File: src/rtl/local_port_inj_arbiter.sv
// Round-robin arbiter sharing one router Local input port between NUM_REQ
// packet injectors. One flit is in flight at a time; the winner is told it
// was served only after the router has accepted its flit.
//
// state    | meaning
// ---------+-----------------------------------------------------------
// IDLE     | no flit in flight, arbitrate when a request is pending and
//          | the router Local FIFO has room
// WAIT_GNT | flit presented to the router, waiting for GntDnStr
// RELEASE  | one-cycle grant pulse back to the winner, requests ignored
module local_port_inj_arbiter #(
  parameter int NUM_REQ   = 4,
  parameter int IDX_W     = 2,
  parameter int dataWidth = 32
) (
  input  logic                         clk,
  input  logic                         reset,
  input  logic [NUM_REQ-1:0]           ReqUp,
  input  logic [NUM_REQ*dataWidth-1:0] PacketUp,
  output logic [NUM_REQ-1:0]           GntUp,
  output logic                         ReqDnStr,
  input  logic                         GntDnStr,
  input  logic                         DnStrFull,
  output logic [dataWidth-1:0]         PacketOut,
  output logic [IDX_W-1:0]             GrantIdx,
  output logic [31:0]                  PktCount
);

  typedef enum logic [1:0] {
    IDLE     = 2'b00,
    WAIT_GNT = 2'b01,
    RELEASE  = 2'b10
  } state_t;

  state_t             r_state;
  logic [IDX_W-1:0]   r_last;

  logic               w_found;
  logic [IDX_W-1:0]   w_win_idx;
  logic [dataWidth-1:0] w_pkt_arr [NUM_REQ];

  genvar g;
  generate
    for (g = 0; g < NUM_REQ; g++) begin : g_lane
      assign w_pkt_arr[g] = PacketUp[g*dataWidth +: dataWidth];
    end
  endgenerate

  // Round-robin pick: scan from the farthest candidate back to last+1 so the
  // nearest requester after the previous winner is the one left standing.
  // Sums wrap with a single subtract since last < NUM_REQ and k <= NUM_REQ.
  always_comb begin
    int s;
    s         = 0;
    w_found   = 1'b0;
    w_win_idx = '0;
    for (int k = NUM_REQ; k >= 1; k--) begin
      s = int'(r_last) + k;
      if (s >= NUM_REQ) s = s - NUM_REQ;
      if (ReqUp[IDX_W'(s)]) begin
        w_found   = 1'b1;
        w_win_idx = IDX_W'(s);
      end
    end
  end

  // Arbitration FSM with registered outputs; reset abandons any flit in flight.
  always_ff @(posedge clk or negedge reset) begin
    if (!reset) begin
      r_state   <= IDLE;
      r_last    <= IDX_W'(NUM_REQ - 1);
      GntUp     <= '0;
      ReqDnStr  <= 1'b0;
      PacketOut <= '0;
      GrantIdx  <= '0;
      PktCount  <= '0;
    end else begin
      case (r_state)
        IDLE: begin
          GntUp <= '0;
          if (w_found && !DnStrFull) begin
            PacketOut <= w_pkt_arr[w_win_idx];
            GrantIdx  <= w_win_idx;
            ReqDnStr  <= 1'b1;
            r_state   <= WAIT_GNT;
          end
        end
        WAIT_GNT: begin
          if (GntDnStr) begin
            ReqDnStr <= 1'b0;
            GntUp    <= NUM_REQ'(1) << GrantIdx;
            r_last   <= GrantIdx;
            PktCount <= PktCount + 32'd1;
            r_state  <= RELEASE;
          end
        end
        RELEASE: begin
          GntUp   <= '0;
          r_state <= IDLE;
        end
        default: begin
          GntUp    <= '0;
          ReqDnStr <= 1'b0;
          r_state  <= IDLE;
        end
      endcase
    end
  end

endmodule

File: config.mk
export PLATFORM = sky130hd
export DESIGN_NAME = local_port_inj_arbiter
export DESIGN_NICKNAME = d
export VERILOG_FILES = /design/src/rtl/local_port_inj_arbiter.sv
export SDC_FILE = /design/constraint.sdc
export NUM_CORES = 1
export LEC_CHECK = 0
export ABC_AREA = 1
export ABC_CLOCK_PERIOD_IN_PS = 3200
export BUFFER_PORTS_ARGS = -buffer_cell sky130_fd_sc_hd__buf_2
export CAP_MARGIN = 20
export CORE_MARGIN = 8
export CORE_UTILIZATION = 52
export DETAILED_ROUTE_END_ITERATION = 8
export PLACE_DENSITY = 0.83
export REMOVE_ABC_BUFFERS = 1
export SLEW_MARGIN = 20
export SYNTH_ARGS = -nofsm -noshare
export SYNTH_HDL_FRONTEND = slang
export SYNTH_SLANG_ARGS = --single-unit
File: constraint.sdc
create_clock -name clk -period 3.2 [get_ports clk]
set_input_delay 0.48 -clock clk [delete_from_list [all_inputs] [get_ports clk]]
set_output_delay 0.48 -clock clk [all_outputs]
set_load 0.005 [all_outputs]
* Yosys cells after proc, flatten, opt, wreduce, memory -nomap -nowiden
Index checks and enable logic that the tools add are counted.
** Storage, ports and cells
- Flip-flop bits (word level) :: 75
- Output and inout bits :: 71
- Word-level logic and storage cells :: 74
** Operators by class
- Add/subtract/negate cells :: 9
- Magnitude comparators :: 9
- Equality and inequality tests :: 4
- Shift operators :: 1
- Mux-type cells :: 35
- Bitwise logic cells :: 2
- Reduce and logical (&&, ||, !) cells :: 7
** Operators by type and width (count)
- $bmux 32 s2 :: 1
- $mux 32 :: 2
- $add 32x1->32 const B :: 1
- $mux 2 :: 10
- $lt 2x4->1 const B :: 4
- $mux 1 :: 14
- $ge 3x3->1 const B :: 4
- $bmux 1 s2 :: 4
- $mux 4 :: 2
- $sub 2x1->2 const B :: 4
- $add 2x2->3 const B :: 2
- $reduce_and 2->1 :: 3
- $add 2x3->4 const B :: 1
- $ge 4x3->1 const B :: 1
- $ne 2x2->1 const B :: 2
- $pmux 2 s2 :: 1
- $shl 1x2->4 const A :: 1
- $add 2x1->3 const B :: 1
- $not 2->3 :: 1
- $pmux 1 s3 :: 1
- $reduce_and 3->1 :: 1
- $eq 2x1->1 const B :: 1
- $eq 2x2->1 const B :: 1
- $logic_not 2->1 :: 1
- other kinds (3) :: 3

* Logic depth before layout (Yosys ltp)
- Depth after elaboration :: 14
- Mapped depth :: 17
- Mapped depth without buffers :: 14

* Worst setup path before layout
Ideal clock, no wire load.
- Path type :: register to register
- Start :: register r_last[0]
- End :: register PacketOut[2]
- Setup time :: 0.130 ns
- Arrival time :: 1.728 ns
- Setup slack :: 1.342 ns
- Cell stages (with the launch flop) :: 16
- Path through :: dfstp_2 > buf_4 > inv_4 > nand2_1 > nand2_1 > nand2_1 > nand2_1 > inv_2 > nand2_1 > nand2_1 > nand2_1 > buf_4 > buf_6 > or2_0 > nand3_1 > nand3_1
** On the way
- Cells in the longest elaborated chain, start to end :: 14
** Ends and longest elaborated chain
- start, declared :: RTL line 36 : logic [IDX_W-1:0] r_last;
- start signal, assigned :: RTL line 71 : r_last <= IDX_W'(NUM_REQ - 1);
- start signal, assigned :: RTL line 92 : r_last <= GrantIdx;
- $add 2x3->4 :: RTL line 58 : s = int'(r_last) + k;
- $ge 4x3->1 or $sub 2x1->2 (tied branches) :: RTL line 59 : if (s >= NUM_REQ) s = s - NUM_REQ;
- $mux 2 :: RTL line 59
- $bmux 1 s2 :: RTL line 60 : if (ReqUp[IDX_W'(s)]) begin
- $mux 1 (implied by the code) (2 in series) :: RTL line 60
- $mux 2 (4 in series) :: RTL line 60
- $not 2->3 (implied by the code) :: RTL line 82 : PacketOut <= w_pkt_arr[w_win_idx];
- $bmux 32 s2 :: RTL line 82
- $mux 32 (implied by the code) (2 in series) :: RTL line 82
- end signal, assigned :: RTL line 82
- end, declared :: RTL line 24 : output logic [dataWidth-1:0] PacketOut,
Parallel ways exist; a longest one is shown, timed or not. The select of a mux whose other input is x is not followed.
A chain may end at the register's enable or synchronous reset.

* Worst setup path in the final report
- Start :: register r_last[0]
- End :: register PacketOut[14]
The elaborated chain is that of the path after synthesis.

==> flow_summary.yaml <==
status:
  outcome: "complete, no violations"
die:
  ios: 207
  core_area_um2: 9153
  rows: 35
  start_util: 0.5327
  die_h_um: 112.8
  die_w_um: 112.8
  die_area_um2: 12730
drt:
  finalWirelength_um: 14190
  wl_per_cell_um: 13.76
  dr.pass1.iters: 5
  vias: 5175
  topRoutingLayerUsed: "met4"
  drtIter0Drc: 273
  via_per_inst: 5.019
  met2WireLength_um: 6934
  met1_length_um: 5852
  drcViolationCount: 0
  detail-route-antenna-nets: 0
  met3_wirelength_um: 1126
setup_path:
  path_buf_inv: 2
  crit_chain: "inv_4 > nand2_1 > nand2_1 > nand2_1 > nand2_1 > nand3_1 > nand2_1 > nand2_2 > inv_2 > nor2_4 > o211ai_1 > nand3_1"
  r2r_setup_slack_ps: 770
  end_kind: "register"
  r2r.worst_path.cells: 12
  cp-start-kind: "register"
  cp_max_fo: 19
  worstSetupPathType: "reg -> reg"
  rr_endpoint: "PacketOut[14]"
  cp_data_required_time_ps: 3470
  crit_path_top_delay_cell: "dfstp_2"
  max_stage_delay_ps: 620
  cp_common_cell: "nand2_1"
  critical-path-top-delay-family: "simple AND/OR/NAND/NOR gates"
  cp.arrival_ps: 2710
  r2r_start: "r_last[0]"
clocking:
  clockBufferDepth: 2
  clockRootBuffer: "clkbuf_8"
  hold_buffers: 0
  cts_buffers: 9
  clk_latency_ps: 340
  postCtsSetupBuffers: 0
  cts_tree: "built"
  cts_num_sinks: 75
  cts.clk_slew.worst_paths_ps: 80
  cts_htree_levels: 3
  cts_resized: 0
sta:
  finalSetupViolations: 0
  worstMarginPinSlew_ps: 927.1
  final-max-slew-violation-count: 0
  finalClockSkew_ps: 8.458
  whs_ps: 280.5
  timing.fmax_mhz: 411.1
  setup_slack_ps: 767.4
  post-route-min-period_ps: 2433
  slew_headroom: 0.3819
  period_share: 0.7602
  rsz0062_at_grt: "false"
  hold_violations: 0
pwr:
  power.density_nw_per_um2: 907.2
  leakagePower_nw: 3.659
  irDropWorstVdd_uv: 529.7
cells_and_area:
  diodes: 0
  finalNonFillerCells: 1031
  syn2layout_area_growth_pct: 27.23
  final_cell_mix: "nand2_1, buf_2, inv_1, nand3_1, dfrtp_1"
  mostFrequentLayoutCell: "nand2_1"
  layout-drive-gt1-share: 0.2783
  nFillCells: 838
  utilization: 0.6778
  fin_nets: 1052
job:
  cap_viol_max_count: 0
synth:
  synth_top_area_share: 0.3746
  synth_area_leaders: "dfrtp_1, nand2_1, nand3_1, inv_1, xor2_1"
  ys_seq_area_frac: 0.3854
  syn_inst: 718
  synth_top_area_cell: "dfrtp_1"
  synth_area_um2: 4876
  postSynthAreaPerCell_um2: 6.791
  synth_seq_cells: 75
  ys_types: 34
  synth_warnings: 0
global_routing:
  grt_max_degree: 76
  grt_antenna_before_repair: 0
  grtUsageTotal: 0.2200
  grt_pass1_wl_um: 23230
  grt_overflow: 0
  grt_pass1_vias: 5061
place:
  io_buffers: 206
  routabilityCongestion: 0.8635
  dpl.cell_count: 1015
  place_ws_ps: 795.1
  place_hpwl_um: 11130
worst_hold_path:
  holdCritPathClass: "in -> async"
how the worst max path moves through the flow:
stage,endpoint,cells past startpoint,from
finish,PacketOut[14],12,r_last[0]
global route,PacketOut[25],14,r_last[0]
CTS,PacketOut[14],12,r_last[0]
detailed placement,PacketOut[24],12,ReqUp[3]
global placement,PacketOut[11],12,r_last[0]
floorplan,PacketOut[0],10,r_last[0]
sequential cells by signal, indices dropped and copies added, names as in the netlist:
name and cells:
PacketOut 32, PktCount 32, GntUp 4, GrantIdx 2, r_last 2, r_state 2, ReqDnStr 1
cells in the mapped netlist:
cell      count
a21oi_1       1
a21oi_2       1
and2_1        1
buf_2        11
buf_4         9
buf_6         1
clkbuf_1      7
clkinv_1      1
dfrtp_1      73
dfstp_2       2
ha_1          1
inv_1       125
inv_2         2
inv_4         1
nand2_1     225
nand2_2       3
nand3_1     107
nand3_2       2
nand4_1       9
nor2_1       33
nor2_2        4
nor2_4        3
nor3_1       16
nor3b_1       1
nor4_1        1
o211ai_1     18
o21ai_0      12
o21ai_1       1
o31ai_1       1
or2_0        10
or2_1         1
or2_2         7
xnor2_1       6
xor2_1       22
final cells by class:
cell class | instances | area [um^2] | area share
clock buffer | 9 | 123.9 | 0.01997
multi-input combinational | 486 | 2352 | 0.3792
inverter | 129 | 486.7 | 0.07846
clock inverter | 7 | 116.4 | 0.01876
tap | 111 | 138.9 | 0.02239
timing repair buffer | 214 | 1106 | 0.1783
sequential | 75 | 1879 | 0.3029
logic make-up after synthesis:
logic type,synth area share
and+or+nand+nor,0.3836
buffers and inverters,0.1327
AOI/OAI and AO/OA,0.04542
adders and majority gates,0.002566
DFF,0.3854
xor gates and xnor gates,0.05029
stage by stage:
step / power (mW) / setup TNS, ps / cell area [um^2]
2_1_floorplan: 3.336 / -16690 / 4716
6_report: 5.628 / 0 / 6203
3_5_place_dp: 4.764 / 0 / 5963
3_3_place_gp: 4.711 / 0 / 5963
4_1_cts: 5.645 / 0 / 6203
5_1_grt: 6.164 / 0 / 6203
worst reg2reg max path, stage by stage (launching register included):
cell	delay (ps)
dfstp_2	620
inv_4	70
nand2_1	60
nand2_1	60
nand2_1	90
nand2_1	50
nand3_1	60
nand2_1	70
nand2_2	300
inv_2	250
nor2_4	450
o211ai_1	180
nand3_1	120
metal layers:
metal / vias up / global-route usage
li1: 2612 / -
met1: 2336 / 0.2558
met2: 202 / 0.3799
met3: 25 / 0.06337
met4: 0 / 0.07374
met5: - / 0
where the power goes:
| group | switching, mW | internal [mW] | total [mW] | leakage [nW] |
|---|---|---|---|---|
| Clock | 0.356 | 0.517 | 0.873 | 0.119 |
| Sequential | 0.255 | 1.28 | 1.54 | 0.934 |
| Combinational | 2.02 | 1.20 | 3.22 | 2.61 |
| Total | 2.64 | 2.99 | 5.63 | 3.66 |
No activity file was read; power rests on OpenSTA's default activity.
